[src/rtl/ip_tx_sequencer_if.sv]
// Bus bundle between ip_tx_sequencer, its transmit sources and the MAC TX sink.
// master = sequencer side; slave = sources plus downstream sink.
interface ip_tx_sequencer_if #(
    parameter int NSRC = 4,
    parameter int DW   = 32,
    parameter int BEW  = 2
);
    logic [NSRC-1:0]     src_start;
    logic [NSRC-1:0]     src_sel;
    logic [NSRC-1:0]     src_rd;
    logic [NSRC-1:0]     src_rdy;
    logic [NSRC*DW-1:0]  src_data;
    logic [NSRC*BEW-1:0] src_be;
    logic [DW-1:0]       out_data;
    logic [BEW-1:0]      out_be;
    logic                out_valid;
    logic                out_ready;

    modport master (
        output src_start, src_sel, src_rd, out_data, out_be, out_valid,
        input  src_rdy, src_data, src_be, out_ready
    );

    modport slave (
        input  src_start, src_sel, src_rd, out_data, out_be, out_valid,
        output src_rdy, src_data, src_be, out_ready
    );
endinterface

[src/rtl/ip_tx_sequencer.sv]
// Frame sequencer: drains each enabled transmit source in ascending index order
// into one registered valid/ready word stream, reporting frame done/error status.
module ip_tx_sequencer #(
    parameter int NSRC  = 4,
    parameter int DW    = 32,
    parameter int BEW   = 2,
    parameter int TMO_W = 8
) (
    input  logic             clk,
    input  logic             rst,
    input  logic             i_frm_start,
    input  logic [NSRC-1:0]  i_frm_mask,
    output logic             o_busy,
    output logic             o_frm_done,
    output logic             o_frm_err,
    output logic [15:0]      o_frm_words,
    ip_tx_sequencer_if.master io_bus
);
    localparam int IW = (NSRC > 1) ? $clog2(NSRC) : 1;
    // Last WAIT cycle before giving up: the counter would reach 2^TMO_W-1 here.
    localparam logic [TMO_W-1:0] TMO_LAST = ~TMO_W'(1);

    typedef enum logic [1:0] {
        ST_IDLE,
        ST_WAIT,
        ST_XFER,
        ST_DRAIN
    } state_t;

    state_t            r_state;
    state_t            w_stateNext;

    logic [NSRC-1:0]   r_mask;
    logic [IW-1:0]     r_cur;
    logic              r_seen;
    logic [TMO_W-1:0]  r_tmo;
    logic [NSRC-1:0]   r_srcStart;
    logic [DW-1:0]     r_outData;
    logic [BEW-1:0]    r_outBe;
    logic              r_outValid;
    logic              r_frmDone;
    logic              r_frmErr;
    logic [15:0]       r_frmWords;

    logic [DW-1:0]     w_srcWord [NSRC];
    logic [BEW-1:0]    w_srcBe   [NSRC];
    logic [IW-1:0]     w_firstIdx;
    logic [IW-1:0]     w_nextIdx;
    logic              w_hasNext;
    logic [NSRC-1:0]   w_curHot;
    logic              w_curRdy;
    logic              w_stageFree;
    logic              w_accept;
    logic              w_rdAny;
    logic              w_frmAccept;
    logic              w_emptyFrame;
    logic              w_timeout;
    logic              w_switch;
    logic              w_finish;

    function automatic logic [NSRC-1:0] oneHot(input logic [IW-1:0] idx);
        return NSRC'(1) << idx;
    endfunction

    always_comb begin
        for (int i = 0; i < NSRC; i++) begin
            w_srcWord[i] = io_bus.src_data[i*DW +: DW];
            w_srcBe[i]   = io_bus.src_be[i*BEW +: BEW];
        end
    end

    // Lowest enabled source of the incoming mask, and next enabled source above cur.
    always_comb begin
        w_firstIdx = '0;
        for (int i = NSRC - 1; i >= 0; i--) begin
            if (i_frm_mask[i]) begin
                w_firstIdx = IW'(i);
            end
        end
        w_nextIdx = '0;
        w_hasNext = 1'b0;
        for (int i = NSRC - 1; i >= 0; i--) begin
            if (r_mask[i] && (i > int'(r_cur))) begin
                w_nextIdx = IW'(i);
                w_hasNext = 1'b1;
            end
        end
    end

    assign w_curHot    = oneHot(r_cur);
    assign w_curRdy    = io_bus.src_rdy[r_cur];
    assign w_stageFree = !r_outValid || io_bus.out_ready;
    assign w_accept    = r_outValid && io_bus.out_ready;
    assign w_rdAny     = |io_bus.src_rd;

    always_ff @(posedge clk or posedge rst) begin
        if (rst) begin
            r_state <= ST_IDLE;
        end else begin
            r_state <= w_stateNext;
        end
    end

    always_comb begin
        w_stateNext  = r_state;
        w_frmAccept  = 1'b0;
        w_emptyFrame = 1'b0;
        w_timeout    = 1'b0;
        w_switch     = 1'b0;
        w_finish     = 1'b0;
        unique case (r_state)
            ST_IDLE: begin
                if (i_frm_start) begin
                    if (|i_frm_mask) begin
                        w_frmAccept = 1'b1;
                        w_stateNext = ST_WAIT;
                    end else begin
                        w_emptyFrame = 1'b1;
                    end
                end
            end
            ST_WAIT: begin
                if (w_curRdy) begin
                    w_stateNext = ST_XFER;
                end else if (r_tmo == TMO_LAST) begin
                    w_timeout   = 1'b1;
                    w_stateNext = ST_IDLE;
                end
            end
            ST_XFER: begin
                // rdy low after at least one read means the source is exhausted.
                if (!w_curRdy && r_seen) begin
                    if (w_hasNext) begin
                        w_switch    = 1'b1;
                        w_stateNext = ST_WAIT;
                    end else if (w_stageFree) begin
                        w_finish    = 1'b1;
                        w_stateNext = ST_IDLE;
                    end else begin
                        w_stateNext = ST_DRAIN;
                    end
                end
            end
            ST_DRAIN: begin
                if (w_stageFree) begin
                    w_finish    = 1'b1;
                    w_stateNext = ST_IDLE;
                end
            end
            default: w_stateNext = ST_IDLE;
        endcase
    end

    always_comb begin
        o_busy         = (r_state != ST_IDLE);
        io_bus.src_sel = '0;
        io_bus.src_rd  = '0;
        if (r_state == ST_WAIT || r_state == ST_XFER) begin
            io_bus.src_sel = w_curHot;
        end
        if (r_state == ST_XFER && w_curRdy && w_stageFree) begin
            io_bus.src_rd = w_curHot;
        end
    end

    always_ff @(posedge clk or posedge rst) begin
        if (rst) begin
            r_mask     <= '0;
            r_cur      <= '0;
            r_seen     <= 1'b0;
            r_tmo      <= '0;
            r_srcStart <= '0;
            r_outData  <= '0;
            r_outBe    <= '0;
            r_outValid <= 1'b0;
            r_frmDone  <= 1'b0;
            r_frmErr   <= 1'b0;
            r_frmWords <= '0;
        end else begin
            r_srcStart <= '0;
            r_frmDone  <= w_emptyFrame || w_finish;
            r_frmErr   <= w_timeout;

            if (w_frmAccept) begin
                r_mask     <= i_frm_mask;
                r_cur      <= w_firstIdx;
                r_srcStart <= oneHot(w_firstIdx);
            end else if (w_switch) begin
                r_cur      <= w_nextIdx;
                r_srcStart <= oneHot(w_nextIdx);
            end

            if (r_state == ST_WAIT && !w_curRdy && !w_timeout) begin
                r_tmo <= r_tmo + TMO_W'(1);
            end else begin
                r_tmo <= '0;
            end

            if (r_state == ST_WAIT) begin
                r_seen <= 1'b0;
            end else if (w_rdAny) begin
                r_seen <= 1'b1;
            end

            // A read while the held word is accepted keeps the stage full.
            if (w_timeout) begin
                r_outValid <= 1'b0;
            end else if (w_rdAny) begin
                r_outData  <= w_srcWord[r_cur];
                r_outBe    <= w_srcBe[r_cur];
                r_outValid <= 1'b1;
            end else if (w_accept) begin
                r_outValid <= 1'b0;
            end

            if (w_frmAccept || w_emptyFrame) begin
                r_frmWords <= '0;
            end else if (w_accept && r_frmWords != 16'hFFFF) begin
                r_frmWords <= r_frmWords + 16'd1;
            end
        end
    end

    assign io_bus.src_start = r_srcStart;
    assign io_bus.out_data  = r_outData;
    assign io_bus.out_be    = r_outBe;
    assign io_bus.out_valid = r_outValid;
    assign o_frm_done       = r_frmDone;
    assign o_frm_err        = r_frmErr;
    assign o_frm_words      = r_frmWords;

    selOneHot: assert property (@(posedge clk) disable iff (rst) $onehot0(io_bus.src_sel));
    rdWithinSel: assert property (@(posedge clk) disable iff (rst) (io_bus.src_rd & ~io_bus.src_sel) == '0);
endmodule

[src/flat_wrapper.sv]
// flat-port wrapper written by rule: the top's interface ports become plain ports
module ip_tx_sequencer_flat 
#(
    parameter int NSRC  = 4,
    parameter int DW    = 32,
    parameter int BEW   = 2,
    parameter int TMO_W = 8
)
  (clk, rst, i_frm_start, i_frm_mask, o_busy, o_frm_done, o_frm_err, o_frm_words, io_bus_src_start, io_bus_src_sel, io_bus_src_rd, io_bus_out_data, io_bus_out_be, io_bus_out_valid, io_bus_src_rdy, io_bus_src_data, io_bus_src_be, io_bus_out_ready);
  ip_tx_sequencer_if #(.NSRC(NSRC), .DW(DW), .BEW(BEW)) io_bus_i ();
  input  logic clk;
  input  logic rst;
  input  logic i_frm_start;
  input  logic [NSRC-1:0] i_frm_mask;
  output logic o_busy;
  output logic o_frm_done;
  output logic o_frm_err;
  output logic [15:0] o_frm_words;
  output wire logic [$bits(io_bus_i.src_start)-1:0] io_bus_src_start;
  output wire logic [$bits(io_bus_i.src_sel)-1:0] io_bus_src_sel;
  output wire logic [$bits(io_bus_i.src_rd)-1:0] io_bus_src_rd;
  output wire logic [$bits(io_bus_i.out_data)-1:0] io_bus_out_data;
  output wire logic [$bits(io_bus_i.out_be)-1:0] io_bus_out_be;
  output wire logic [$bits(io_bus_i.out_valid)-1:0] io_bus_out_valid;
  input wire logic [$bits(io_bus_i.src_rdy)-1:0] io_bus_src_rdy;
  input wire logic [$bits(io_bus_i.src_data)-1:0] io_bus_src_data;
  input wire logic [$bits(io_bus_i.src_be)-1:0] io_bus_src_be;
  input wire logic [$bits(io_bus_i.out_ready)-1:0] io_bus_out_ready;
  assign io_bus_src_start = io_bus_i.src_start;
  assign io_bus_src_sel = io_bus_i.src_sel;
  assign io_bus_src_rd = io_bus_i.src_rd;
  assign io_bus_out_data = io_bus_i.out_data;
  assign io_bus_out_be = io_bus_i.out_be;
  assign io_bus_out_valid = io_bus_i.out_valid;
  assign io_bus_i.src_rdy = io_bus_src_rdy;
  assign io_bus_i.src_data = io_bus_src_data;
  assign io_bus_i.src_be = io_bus_src_be;
  assign io_bus_i.out_ready = io_bus_out_ready;
  ip_tx_sequencer #(.NSRC(NSRC), .DW(DW), .BEW(BEW), .TMO_W(TMO_W)) u_core (.clk(clk), .rst(rst), .i_frm_start(i_frm_start), .i_frm_mask(i_frm_mask), .o_busy(o_busy), .o_frm_done(o_frm_done), .o_frm_err(o_frm_err), .o_frm_words(o_frm_words), .io_bus(io_bus_i));
endmodule
[config.mk]
export PLATFORM = sky130hd
export DESIGN_NAME = ip_tx_sequencer_flat
export DESIGN_NICKNAME = d
export VERILOG_FILES = /design/src/rtl/ip_tx_sequencer_if.sv /design/src/rtl/ip_tx_sequencer.sv /design/src/flat_wrapper.sv
export SDC_FILE = /design/constraint.sdc
export NUM_CORES = 1
export LEC_CHECK = 0
export ABC_AREA = 1
export BUFFER_PORTS_ARGS = -buffer_cell sky130_fd_sc_hd__buf_2
export CORE_ASPECT_RATIO = 0.9
export CORE_MARGIN = 2
export CORE_UTILIZATION = 51
export DETAILED_ROUTE_END_ITERATION = 7
export PLACE_DENSITY = 0.86
export SLEW_MARGIN = 20
export SYNTH_ARGS = -nofsm -noshare
export SYNTH_HDL_FRONTEND = slang
export SYNTH_SLANG_ARGS = --single-unit
[constraint.sdc]
create_clock -name clk -period 5.7 [get_ports clk]
set_input_delay 0.285 -clock clk [delete_from_list [all_inputs] [get_ports clk]]
set_output_delay 0.285 -clock clk [all_outputs]
set_load 0.02 [all_outputs]
==> results.md <==
- Endpoints failing hold: 0
- Worst EP arrival: between 2000 and 3000 ps
- Vias per cell: 5.418
- Clock share of power: 0.170
- Die boundary height: 94.04 um
- Max-slew violation count: 0
- DRT Pass-1 Iters: 5
- Critical path peak fanout: 73
- Routability Congestion: 0.9696
- Post-CTS Setup Bufs: 0
- #FFs+latches synth: 73
- Syn avg cell area: 7.351 um2
- Worst-margin pin slew: 929.6 ps
- IO Count: 214
- Layout Nets: 977
- Vias: 5120
- Final min period: 3246 ps
- Clock root buffer: clkbuf_8
- First-pass GRT wire length: 22490 um
- Worst EP required: 5410 ps
- Power density over the cells: 443.0 nW/um2
- Achievable Freq: 0.3081 GHz
- Max VDD drop: 0.0002708 V
- Core area: about 8600 um2
- CTS sink cnt: between 70 and 80
- Ys Warns: 0
- CP dominant cell by count: nor2_4
- CP endpoint kind: output port
- CP cell instances: nor2_8 > nand2_1 > nand2_2 > nor2_4 > nor2_4 > nand2_4 > nor2_1 > buf_2
- Sequential Power Share: 0.323
- Crit-path leading delay family: simple AND/OR/NAND/NOR gates
- Setup Skew: 9.516 ps
- Post-CTS Hold Buffers: 0
- CP startpoint kind: flop
- Number of antenna violations at the first check in global routing: 0
- Filler cells: 782
- # setup viols final: 0
- Largest net degree at the start of global routing: 74
- Slew headroom: 0.3803
- Diode count: 0
- Internal Power: 1.352 mW
- Most frequent cells in the layout: 213 x buf_2, 205 x nand2_1, 95 x nand3_1
- Yosys top cell area share: 0.3976
- Area of the die: slightly below 10000 um2
- Share of cells above drive strength 1: 0.3366
- Post-route ant nets: 0
- Clk slew on worst S/H paths: 80 ps
- Slowest stage cell, crit path: dfrtp_2
- DRT iter0 DRCs: 313
- RSZ-0062 raised after global routing: false
- Multi-input logic area: between 2000 and 2500 um2
- Final Cycle Share: 0.5694
- FF/Latch Area: around 1800 um2
- Row count: 32
- Crit path kind: flop to output port
- Total GRT Usage: 0.2886
- Cell count after synthesis: 625
- Max_cap viols: 0
- Clock tree buffer depth: 2
- Most area-hungry cell type in the Yosys netlist: dfrtp_1
- H-Tree Depth: 3
- Drt wl/cell: between 10 and 15 um
- Starting Density: 0.5312
- GR Overflow Total: 0
- Library cells used by synthesis: 31
- Mapped cell area: 4594 um2
- Setup TNS: 0 ps
- DRC: 0
- CTS tree: done
- Most common cell after layout, fill and taps aside: buf_2
- Skew-Pair Late Insertion Delay: between 300 and 400 ps
- Mapped Nets: 781
- Final hold slack: 160.5 ps
- Vias in the first global route: 4845
- TritonCTS Buffers: 9
- Status: finished clean
- Final WL: 14050 um
- Seq/Total Area, Yosys: 0.3976
- Max stage delay on crit path: 740 ps
- DIE WIDTH: 104.0 um
- HP Class: primary input to flop
- Area contributors post-synth: dfrtp_1 40%, nand2_1 17%, nand3_1 10%
- Final core occ: 0.6746
- Post-cts resize count: 0
- Leak: between 3 and 4 nW
- Combinational share of power: 0.506
- Worst Path Buf+Inv: 1
- Port Buffers: between 200 and 250
- Net Sw Frac: 0.4769
- Net load switching power: ~1.2 mW
- P&R area growth vs syn: 26.99%
- Final HPWL DP: 10470 um
-- registers in the layout, summed over array words and instances (netlist names), 2 cells and up --
| signal | count |
|---|---|
| u_core.io_bus.out_be | 2 |
| u_core.o_frm_words | 16 |
| u_core.io_bus.out_data | 32 |
| u_core.r_state | 2 |
| u_core.r_mask | 3 |
| u_core.r_cur | 2 |
| u_core.r_tmo | 8 |
| u_core.io_bus.src_start | 4 |
-- worst reg2reg max path, stage by stage, from the launching register on --
cell and delay, ps:
dfrtp_2 970, nor2_8 260, nand2_1 160, nand2_2 70
nor2_4 130, nor2_4 60, nand2_4 650, nand2_1 200
o21ai_2 90
-- synthesized netlist by cell type --
cell type and count:
nand2_1 205, o21ai_2 32, buf_4 3, a21oi_1 37, ha_1 8, a21boi_0 2, buf_1 2, o21bai_1 2
xor2_1 12, a21oi_2 1, o211ai_1 1, nor2_4 3, inv_1 34, nor3_1 5, inv_2 3, o22ai_1 3
nor2_8 1, nand4_1 11, nand3_1 95, o21ai_0 13, nor2_1 44, nor2_2 3, nor3b_1 1, o21ai_1 2
dfrtp_1 73, buf_2 14, buf_6 8, xnor2_1 1, nand2_2 2, clkbuf_1 3, nand2_4 1
-- area by class of cell --
class / count / area share
clock buffers: 10 / 0.02187
clock inverters: 6 / 0.01415
inverters: 37 / 0.02380
multi-input cells: 485 / 0.4160
flip-flops and latches: 73 / 0.3133
well taps: 119 / 0.02552
repair buffers: 215 / 0.1853
-- through the flow --
step	setup slack, ps	total power, mW	cell area, um2	instances
after floorplan	3562	1.769	4594	625
after global placement	2912	2.093	5624	929
after detailed placement	2803	2.144	5624	929
after CTS	2423	2.588	5834	945
after global routing	2182	2.773	5834	945
final	2454	2.585	5834	945
-- layer usage --
| layer | vias up | routed length (um) | GRT usage |
|---|---|---|---|
| li1 | 2441 | - | - |
| met1 | 2387 | 5619 | 0.3492 |
| met3 | 34 | 1261 | 0.08599 |
| met5 | - | 0 | 0 |
| met4 | 0 | 403 | 0.1137 |
| met2 | 258 | 6759 | 0.4879 |
-- path summary, 6_finish.rpt --
kind | from | end | slack [ps] | depth (start not counted)
setup / recovery | u_core.r_cur[0] | io_bus_src_rd[2] | 2450 | 8
hold / removal | i_frm_mask[0] | u_core.io_bus.src_start[1] | 160 | 2
setup reg to reg | u_core.r_cur[0] | u_core.io_bus.out_data[13] | 3040 | 8
hold reg to reg | u_core.r_mask[1] | u_core.r_mask[1] | 480 | 2
max in group asynchronous | rst | u_core.r_cur[0] | 4830 | 3
min in group asynchronous | rst | u_core.io_bus.out_data[20] | 190 | 3
-- cell families after synthesis --
family | share of synthesized area
simple gates | 0.3499
compound gates | 0.1318
flops | 0.3976
buf+inv | 0.07407
xor+xnor | 0.02478
fa+ha+maj | 0.02179
-- power groups by stage --
| stage | sequential, mW | combinational [mW] | clock, mW |
|---|---|---|---|
| after detailed placement | 0.836 | 1.31 | 0 |
| after floorplan | 0.932 | 0.838 | 0 |
| after CTS | 0.832 | 1.31 | 0.448 |
| final | 0.836 | 1.31 | 0.440 |
| after global routing | 0.858 | 1.44 | 0.473 |
| after global placement | 0.831 | 1.26 | 0 |
No activity file was read; power rests on OpenSTA's default activity.
